### src/rtl/spi_pixel_receiver_if.sv
// SPI pins from the MCU and the paced pixel-load strobes toward the SPRAM frame-buffer controller.
interface spi_pixel_receiver_if #(parameter int ADDR_W = 19);
  logic              sck;
  logic              sdi;
  logic              ncs;
  logic [ADDR_W-1:0] addressWrite;
  logic [1:0]        writeData;
  logic              load;
  logic              frameDone;
  logic              overflow;

  modport master (output sck, sdi, ncs,
                  input  addressWrite, writeData, load, frameDone, overflow);
  modport slave  (input  sck, sdi, ncs,
                  output addressWrite, writeData, load, frameDone, overflow);
endinterface

### src/rtl/spi_pixel_receiver.sv
// Deserialises 2-bit pixels from a mode-0 SPI link, tags them with a linear frame address,
// buffers them and issues load strobes no closer than LOAD_GAP mainClk cycles apart.
module spi_pixel_receiver #(
  parameter int ADDR_W       = 19,
  parameter int FRAME_PIXELS = 307200,
  parameter int FIFO_DEPTH   = 8,
  parameter int LOAD_GAP     = 4
) (
  input  logic                mainClk,
  input  logic                nreset,
  spi_pixel_receiver_if.slave bus
);
  localparam int                PTR_W      = $clog2(FIFO_DEPTH);
  localparam int                GAP_W      = (LOAD_GAP > 1) ? $clog2(LOAD_GAP) : 1;
  localparam logic [ADDR_W-1:0] LAST_ADDR  = ADDR_W'(FRAME_PIXELS - 1);
  localparam logic [PTR_W:0]    FULL_CNT   = (PTR_W+1)'(FIFO_DEPTH);
  localparam logic [GAP_W-1:0]  GAP_RELOAD = GAP_W'(LOAD_GAP - 1);

  typedef struct packed {
    logic [ADDR_W-1:0] addr;
    logic [1:0]        pix;
  } entry_t;

  logic sck_s1, sck_s2, sck_prev;
  logic sdi_s1, sdi_s2;
  logic ncs_s1, ncs_s2, ncs_prev;
  logic rise, cs_fall;

  always_ff @(posedge mainClk or negedge nreset) begin
    if (!nreset) begin
      sck_s1   <= 1'b0;
      sck_s2   <= 1'b0;
      sck_prev <= 1'b0;
      sdi_s1   <= 1'b0;
      sdi_s2   <= 1'b0;
      ncs_s1   <= 1'b0;
      ncs_s2   <= 1'b0;
      ncs_prev <= 1'b0;
    end else begin
      sck_s1   <= bus.sck;
      sck_s2   <= sck_s1;
      sck_prev <= sck_s2;
      sdi_s1   <= bus.sdi;
      sdi_s2   <= sdi_s1;
      ncs_s1   <= bus.ncs;
      ncs_s2   <= ncs_s1;
      ncs_prev <= ncs_s2;
    end
  end

  assign rise    = sck_s2 & ~sck_prev;
  assign cs_fall = ~ncs_s2 & ncs_prev;

  // Deserialiser: bit_cnt=1 means the first (MSB) bit of a pair is held in first_bit.
  logic              bit_cnt, first_bit, push;
  logic [ADDR_W-1:0] pix_addr;
  entry_t            push_entry;

  assign push       = rise & ~ncs_s2 & ~cs_fall & bit_cnt;
  assign push_entry = '{addr: pix_addr, pix: {first_bit, sdi_s2}};

  always_ff @(posedge mainClk or negedge nreset) begin
    if (!nreset) begin
      bit_cnt   <= 1'b0;
      first_bit <= 1'b0;
      pix_addr  <= '0;
    end else if (cs_fall) begin
      // A rise coinciding with the select edge becomes bit 0 of pixel 0.
      pix_addr <= '0;
      bit_cnt  <= rise;
      if (rise) first_bit <= sdi_s2;
    end else if (ncs_s2) begin
      bit_cnt <= 1'b0;
    end else if (rise) begin
      bit_cnt <= ~bit_cnt;
      if (!bit_cnt) first_bit <= sdi_s2;
      else          pix_addr  <= (pix_addr == LAST_ADDR) ? '0 : pix_addr + ADDR_W'(1);
    end
  end

  // Pixel FIFO; pop only looks at the count from the start of the cycle, so no bypass.
  entry_t           mem [FIFO_DEPTH];
  logic [PTR_W-1:0] wr_ptr, rd_ptr;
  logic [PTR_W:0]   count;
  logic [GAP_W-1:0] gap_cnt;
  logic             full, pop, wr_en;

  assign full  = (count == FULL_CNT);
  assign pop   = (count != '0) && (gap_cnt == '0);
  assign wr_en = push & (~full | pop);

  always_ff @(posedge mainClk) begin
    if (wr_en) mem[wr_ptr] <= push_entry;
  end

  always_ff @(posedge mainClk or negedge nreset) begin
    if (!nreset) begin
      wr_ptr <= '0;
      rd_ptr <= '0;
      count  <= '0;
    end else begin
      if (wr_en) wr_ptr <= wr_ptr + PTR_W'(1);
      if (pop)   rd_ptr <= rd_ptr + PTR_W'(1);
      case ({wr_en, pop})
        2'b10:   count <= count + (PTR_W+1)'(1);
        2'b01:   count <= count - (PTR_W+1)'(1);
        default: count <= count;
      endcase
    end
  end

  // Issue: popped entry is staged one cycle, then presented with the load strobe.
  logic   pop_q;
  entry_t pop_entry;

  always_ff @(posedge mainClk or negedge nreset) begin
    if (!nreset) begin
      gap_cnt          <= '0;
      pop_q            <= 1'b0;
      pop_entry        <= '0;
      bus.load         <= 1'b0;
      bus.addressWrite <= '0;
      bus.writeData    <= 2'b00;
      bus.frameDone    <= 1'b0;
      bus.overflow     <= 1'b0;
    end else begin
      pop_q <= pop;
      if (pop) begin
        pop_entry <= mem[rd_ptr];
        gap_cnt   <= GAP_RELOAD;
      end else if (gap_cnt != '0) begin
        gap_cnt <= gap_cnt - GAP_W'(1);
      end
      bus.load <= pop_q;
      if (pop_q) begin
        bus.addressWrite <= pop_entry.addr;
        bus.writeData    <= pop_entry.pix;
      end
      bus.frameDone <= push & (pix_addr == LAST_ADDR);
      if (cs_fall)                  bus.overflow <= 1'b0;
      else if (push & full & ~pop)  bus.overflow <= 1'b1;
    end
  end
endmodule

### src/flat_wrapper.sv
// flat-port wrapper written by rule: the top's interface ports become plain ports
module spi_pixel_receiver_flat 
#(
  parameter int ADDR_W       = 19,
  parameter int FRAME_PIXELS = 307200,
  parameter int FIFO_DEPTH   = 8,
  parameter int LOAD_GAP     = 4
)
  (mainClk, nreset, bus_sck, bus_sdi, bus_ncs, bus_addressWrite, bus_writeData, bus_load, bus_frameDone, bus_overflow);
  spi_pixel_receiver_if #(.ADDR_W(ADDR_W)) bus_i ();
  input  logic mainClk;
  input  logic nreset;
  input wire logic [$bits(bus_i.sck)-1:0] bus_sck;
  input wire logic [$bits(bus_i.sdi)-1:0] bus_sdi;
  input wire logic [$bits(bus_i.ncs)-1:0] bus_ncs;
  output wire logic [$bits(bus_i.addressWrite)-1:0] bus_addressWrite;
  output wire logic [$bits(bus_i.writeData)-1:0] bus_writeData;
  output wire logic [$bits(bus_i.load)-1:0] bus_load;
  output wire logic [$bits(bus_i.frameDone)-1:0] bus_frameDone;
  output wire logic [$bits(bus_i.overflow)-1:0] bus_overflow;
  assign bus_i.sck = bus_sck;
  assign bus_i.sdi = bus_sdi;
  assign bus_i.ncs = bus_ncs;
  assign bus_addressWrite = bus_i.addressWrite;
  assign bus_writeData = bus_i.writeData;
  assign bus_load = bus_i.load;
  assign bus_frameDone = bus_i.frameDone;
  assign bus_overflow = bus_i.overflow;
  spi_pixel_receiver #(.ADDR_W(ADDR_W), .FRAME_PIXELS(FRAME_PIXELS), .FIFO_DEPTH(FIFO_DEPTH), .LOAD_GAP(LOAD_GAP)) u_core (.mainClk(mainClk), .nreset(nreset), .bus(bus_i));
endmodule
### config.mk
export PLATFORM = sky130hd
export DESIGN_NAME = spi_pixel_receiver_flat
export DESIGN_NICKNAME = d
export VERILOG_FILES = /design/src/rtl/spi_pixel_receiver_if.sv /design/src/rtl/spi_pixel_receiver.sv /design/src/flat_wrapper.sv
export SDC_FILE = /design/constraint.sdc
export NUM_CORES = 1
export LEC_CHECK = 0
export CORE_AREA = 2 2 132 134
export DETAILED_ROUTE_END_ITERATION = 6
export DIE_AREA = 0 0 134 136
export PLACE_DENSITY = 0.78
export SLEW_MARGIN = 20
export SYNTH_ARGS = -nofsm -noshare
export SYNTH_HDL_FRONTEND = slang
export SYNTH_SLANG_ARGS = --single-unit
export TNS_END_PERCENT = 5
### constraint.sdc
create_clock -name mainClk -period 4.5 [get_ports mainClk]
set_input_delay 0.9 -clock mainClk [delete_from_list [all_inputs] [get_ports mainClk]]
set_output_delay 0.9 -clock mainClk [all_outputs]
set_load 0.05 [all_outputs]
==> impl_metrics.csv, run 1 <==
group,metric,value,unit
cells_and_area,fin_util,67.19,%
timing,setup_violations,0,
synthesis,yosysMostFrequentCell,"edfxtp_1",
grt,grt_max_degree,66,
setup_path,slowest_stage,"nor4_4",
floorplan,start_util,59.30,%
setup_path,critPathBufInv,0,
clock_tree,cts_root_buf,"clkbuf_16",
timing,maxSlewViolCount,0,
synthesis,synth_area_leader_cell,"edfxtp_1",
route,totalWireLength,18.15,mm
cells_and_area,drive_gt1_share,21.01,%
synthesis,synth-seq-cells,255,
clock_tree,clock_sinks,255,
route,vias,5050,
setup_path,cp_max_fo,20,
grt,grt_pass1_wl,29.36,mm
timing,min_period,2.662,ns
cells_and_area,n_antenna_cell,0,
grt,antenna_found_initial,0,
timing,relSlewSlack,39.24,%
clock_tree,htreeDepth,1,
floorplan,die_h,136,um
clock_tree,cts_tree,"built",
pwr,power_density,574.5,nW/um^2
synthesis,ys.flop_type,"edfxtp_1",
clock_tree,hold_buffers,0,
synthesis,async_reset_ff_share,34.12,%
synthesis,ys_seq_area_share,72.17,%
route,ant_nets,0,
timing,max_freq,375.6,MHz
place,hpwl,10.74,mm
synthesis,synth_area_leaders,"edfxtp_1, dfrtp_1, mux4_2",
clock_tree,post-cts-setup-buffer-count,0,
timing,min_period_over_period,59.16,%
grt,grt_pass1_vias,5363,
synthesis,syn_inst,576,
route,dr.pass1.iters,5,
clock_tree,cts_made_buffers,25,
pwr,leakage,3.969,nW
setup_path,crit_required,4.90,ns
synthesis,syn_nets,586,
timing,rsz0062_at_grt,"no",
run,max_cap_violations,0,
setup_path,crit_arrival,3.06,ns
floorplan,core_area,16880,um^2
route,drc,0,
place,dpl_cell_area,10540,um^2
synthesis,syn_area,10010,um^2
route,viasPerCell,5.886,
timing,skew,0.01474,ns
clock_tree,clkSlewWorstSetupHoldPaths,0.06,ns
hold_path,holdCritPathClass,"register to register",
floorplan,die_w,134,um
timing,worst_pin_slew,0.9114,ns
clock_tree,worstSkewPairLatency,0.51,ns
synthesis,avgSynthCellArea,17.37,um^2
synthesis,synth-edff-count,168,
route,first_iter_violations,438,
floorplan,die_area,18220,um^2
setup_path,slowest_delay,0.65,ns
cells_and_area,final_cells,858,
cells_and_area,fillers,1078,
synthesis,ys_types,51,
grt,track_usage,21.28,%
setup_path,endpoint_kind,"register",
cells_and_area,final-seq-area,7223,um^2
synthesis,synth_top_cell_area_share,50.41,%
setup_path,critPathTopFamily,"compound AO/OA/AOI/OAI gates",
route,wl_per_cell,21.16,um
pwr,ir_drop,0.0004818,V
synthesis,synth_commonest_cells,"edfxtp_1, dfrtp_1, nand2_1",
cells_and_area,area_delta_synth_final,13.30,%
timing,fin_worst_hold_slack,0.3495,ns
setup_path,start_kind,"register",
setup_path,cp_cell_sequence,"ha_1 > nand3_1 > nor4_4 > a21oi_2 > a21o_1 > a22o_1",
timing,fin_setup_tns,0,ns
place,io_buffers,28,
floorplan,ios,29,
synthesis,yosys_warnings,0,
clock_tree,cts_resized,0,
setup_path,crit_type,"register to register",
clock_tree,cts.path.max_buffers,3,
cells_and_area,nets,624,
floorplan,rows,48,
cells_and_area,multiInputGateArea,2660,um^2
grt,overflow,0,
cells_and_area,fin_area,11340,um^2
place,gp_congestion,0.7773,
timing,hold_violations,0,
status,outcome,"completed",
place,placed_cells_incl_taps,812,
## layout by cell type, fill, tap and decap left out, types with 3 or more instances in the layout
| cell type | instances |
|---|---|
| a21o_1 | 6 |
| a21oi_1 | 14 |
| a22o_1 | 3 |
| and3_2 | 3 |
| buf_4 | 12 |
| clkbuf_1 | 12 |
| clkbuf_16 | 25 |
| clkdlybuf4s50_1 | 27 |
| clkinv_1 | 3 |
| dfrtp_1 | 86 |
| edfxtp_1 | 168 |
| ha_1 | 5 |
| inv_1 | 8 |
| mux2_2 | 23 |
| mux2i_1 | 24 |
| mux4_2 | 42 |
| nand2_1 | 46 |
| nand2b_1 | 4 |
| nand3_1 | 10 |
| nand4_1 | 5 |
| nor2_1 | 12 |
| nor2_4 | 3 |
| nor2b_1 | 3 |
| nor3_2 | 4 |
| o21ai_0 | 35 |
| o31ai_1 | 3 |
| xnor2_1 | 7 |
## stage by stage
step	worst slack [ns]	power (mW)
floorplan	0.9072	4.144
finish	1.838	6.514
CTS	1.644	6.585
global placement	1.771	4.526
global route	1.651	6.822
detailed placement	1.649	4.588
## logic make-up (layout without fill, tap and decap cells)
group,after synthesis,after routing,synth area share (%)
buffers and inverters,36,93,1.738
AO/OA/AOI/OAI,68,68,3.901
flip-flops,255,255,72.17
adder cells (fa/ha/maj),5,5,0.6252
AND/OR/NAND/NOR,115,115,6.427
multiplexers,89,89,14.44
XOR/XNOR,8,8,0.7002
## sequential cells by signal (all words and copies together), names as in the netlist
signal,flops
u_core.mem,168
u_core.pop_entry,21
u_core.bus.addressWrite,19
u_core.pix_addr,19
u_core.count,4
u_core.rd_ptr,3
u_core.wr_ptr,3
u_core.bus.writeData,2
u_core.gap_cnt,2
u_core.bit_cnt,1
u_core.bus.frameDone,1
u_core.bus.load,1
u_core.bus.overflow,1
u_core.first_bit,1
u_core.ncs_prev,1
u_core.ncs_s1,1
u_core.ncs_s2,1
u_core.pop_q,1
u_core.sck_prev,1
u_core.sck_s1,1
u_core.sck_s2,1
u_core.sdi_s1,1
u_core.sdi_s2,1
## layout make-up
class / count / area share (%)
clock inverters: 7 / 0.7504
repair buffers: 39 / 3.178
clock buffers: 39 / 6.158
multi-input cells: 285 / 23.46
inverters: 8 / 0.2648
well taps: 225 / 2.483
flip-flops and latches: 255 / 63.71
## routing by layer
| metal | wire length [um] | global-route usage [%] | up-vias |
|---|---|---|---|
| li1 | - | - | 2309 |
| met5 | 0 | 0 | - |
| met1 | 7898 | 29.18 | 2587 |
| met2 | 9046 | 35.70 | 133 |
| met3 | 865 | 3.542 | 21 |
| met4 | 342 | 6.383 | 0 |
## report_power, final
group	switching (mW)	leakage, nW	internal (mW)
clock	0.806	0.378	1.18
sequential	0.217	2.51	2.73
combinational	0.888	1.08	0.693
## final timing paths
kind / to / cells after the start / slack (ns) / start
max: u_core.pix_addr[18] / 6 / 1.84 / u_core.pix_addr[0]
min: u_core.sck_s2 / 0 / 0.35 / u_core.sck_s1
min in group asynchronous: u_core.pix_addr[7] / 1 / 0.50 / nreset
min reg2reg: u_core.sck_s2 / 0 / 0.35 / u_core.sck_s1
max reg2reg: u_core.pix_addr[18] / 6 / 1.84 / u_core.pix_addr[0]
max in group asynchronous: u_core.ncs_prev / 2 / 3.20 / nreset
Power figures use the tool's default switching activity.
==> inputs of run 2 (changes only) <==
Clock period 4.5 ns to 2.55 ns, I/O delays scaled along.
==> impl_metrics.csv, run 2 (synthesis results as in run 1) <==
group,metric,value,unit
setup_path,cp_cell_sequence,"ha_1 > nand3_1 > nor4_4 > a21oi_2 > o21ai_0 > a31oi_1",
setup_path,crit_type,"register to register",
grt,overflow,0,
grt,antenna_found_initial,0,
cells_and_area,fin_util,68.28,%
floorplan,ios,29,
timing,maxSlewViolCount,0,
timing,worst_pin_slew,0.9058,ns
cells_and_area,final_common_cell,"edfxtp_1",
place,dpl_cell_area,10700,um^2
route,vias,5241,
cells_and_area,fillers,1048,
setup_path,slowest_stage,"a21oi_2",
route,totalWireLength,18.68,mm
setup_path,endpoint_kind,"register",
clock_tree,htreeDepth,1,
grt,track_usage,22.05,%
clock_tree,hold_buffers,0,
cells_and_area,top_regs,"u_core.mem: 168 flops, u_core.pop_entry: 21 flops",
grt,grt_pass1_vias,5438,
clock_tree,clock_sinks,255,
route,ant_nets,0,
floorplan,core_area,16880,um^2
setup_path,start_kind,"register",
pwr,leakage,4.062,nW
status,outcome,"completed",
clock_tree,cts_tree,"built",
timing,setup_violations,0,
setup_path,critPathTopFamily,"compound AO/OA/AOI/OAI gates",
cells_and_area,multiInputGateArea,2654,um^2
route,first_iter_violations,648,
clock_tree,cts_made_buffers,25,
timing,rsz0062_at_grt,"no",
place,io_buffers,28,
setup_path,crit_arrival,2.68,ns
clock_tree,cts_resized,0,
clock_tree,cts.path.max_buffers,3,
setup_path,slowest_delay,0.67,ns
timing,skew,0.006971,ns
cells_and_area,area_delta_synth_final,15.15,%
floorplan,die_h,136,um
route,viasPerCell,6.052,
cells_and_area,final_cells,866,
timing,hold_violations,0,
cells_and_area,nets,632,
timing,min_period_over_period,88.00,%
setup_path,cp_max_fo,20,
route,top_layer,"met4",
route,wl_met3,1.241,mm
setup_path,cp.depth,6,
floorplan,start_util,59.30,%
clock_tree,cts_root_buf,"clkbuf_16",
floorplan,rows,48,
place,hpwl,10.92,mm
route,wl_met2,9.174,mm
pwr,ir_drop,0.0006211,V
route,wl_per_cell,21.57,um
pwr,power,11.68,mW
timing,relSlewSlack,39.61,%
setup_path,reg2reg_depth,6,
route,dr.pass1.iters,5,
floorplan,die_w,134,um
cells_and_area,drive_gt1_share,22.93,%
setup_path,crit_required,2.99,ns
grt,grt_max_degree,50,
floorplan,die_area,18220,um^2
grt,grt_pass1_wl,30.35,mm
timing,max_freq,445.6,MHz
place,gp_congestion,0.7652,
place,placed_cells_incl_taps,820,
pwr,power_density,1014,nW/um^2
setup_path,critPathBufInv,0,
route,drc,0,
cells_and_area,fin_area,11520,um^2
run,max_cap_violations,0,
cells_and_area,largest-register,"u_core.mem",
route,wl_met1,7.932,mm
cells_and_area,final-seq-area,7223,um^2
cells_and_area,final_cell_mix,"edfxtp_1, dfrtp_1, nand2_1",
hold_path,holdCritPathClass,"primary input to async pin",
timing,min_period,2.244,ns
clock_tree,clkSlewWorstSetupHoldPaths,0.06,ns
cells_and_area,largest_reg_flops,168,
clock_tree,post-cts-setup-buffer-count,0,
clock_tree,worstSkewPairLatency,0.52,ns
cells_and_area,n_antenna_cell,0,
run 2: cell count changes in the layout (fill, tap and decap cells not counted), moves of 3 or more:
| cell | delta |
|---|---|
| nor2_2 | +3 |
| nor2_4 | -3 |
| clkbuf_8 | +4 |
| clkbuf_1 | -5 |
| buf_12 | +7 |
run 2: final cells by class:
cell class / instances / area share [%]
Inverter: 8 / 0.2606
Tap cell: 225 / 2.443
Clock buffer: 39 / 6.591
Clock inverter: 7 / 0.5863
Sequential cell: 255 / 62.68
Timing Repair Buffer: 47 / 4.408
Multi-Input combinational cell: 285 / 23.03
run 2: power by group:
part / internal, mW / switching, mW
Combinational: 1.26 / 1.68
Clock: 2.15 / 1.47
Sequential: 4.82 / 0.309
Total: 8.23 / 3.45
run 2: path summary, 6_finish.rpt:
check / start / endpoint / slack, ns
max reg2reg: u_core.pix_addr[0] / u_core.pix_addr[7] / 0.31
min reg2reg: u_core.sck_s1 / u_core.sck_s2 / 0.36
min in group mainClk: u_core.sck_s1 / u_core.sck_s2 / 0.36
max in group asynchronous: nreset / u_core.gap_cnt[0] / 1.91
min: nreset / u_core.pop_entry[14] / 0.01
max: u_core.pix_addr[0] / u_core.pix_addr[7] / 0.31
run 2: through the flow:
stage                     setup slack, ns  hold WS, ns  setup TNS (ns)
after global placement             0.4711       0.3336               0
final                              0.3061     0.009976               0
after global routing               0.1483      0.05778               0
after CTS                          0.3065      0.02183               0
after floorplan                   -0.5096       0.2144          -35.52
after detailed placement           0.3728       0.3364               0
run 2: layer usage:
| metal | vias up | global-route usage, % |
|---|---|---|
| met1 | 2714 | 31.39 |
| met4 | 0 | 6.383 |
| met2 | 178 | 35.70 |
| met3 | 28 | 3.952 |
| met5 | - | 0 |
| li1 | 2321 | - |
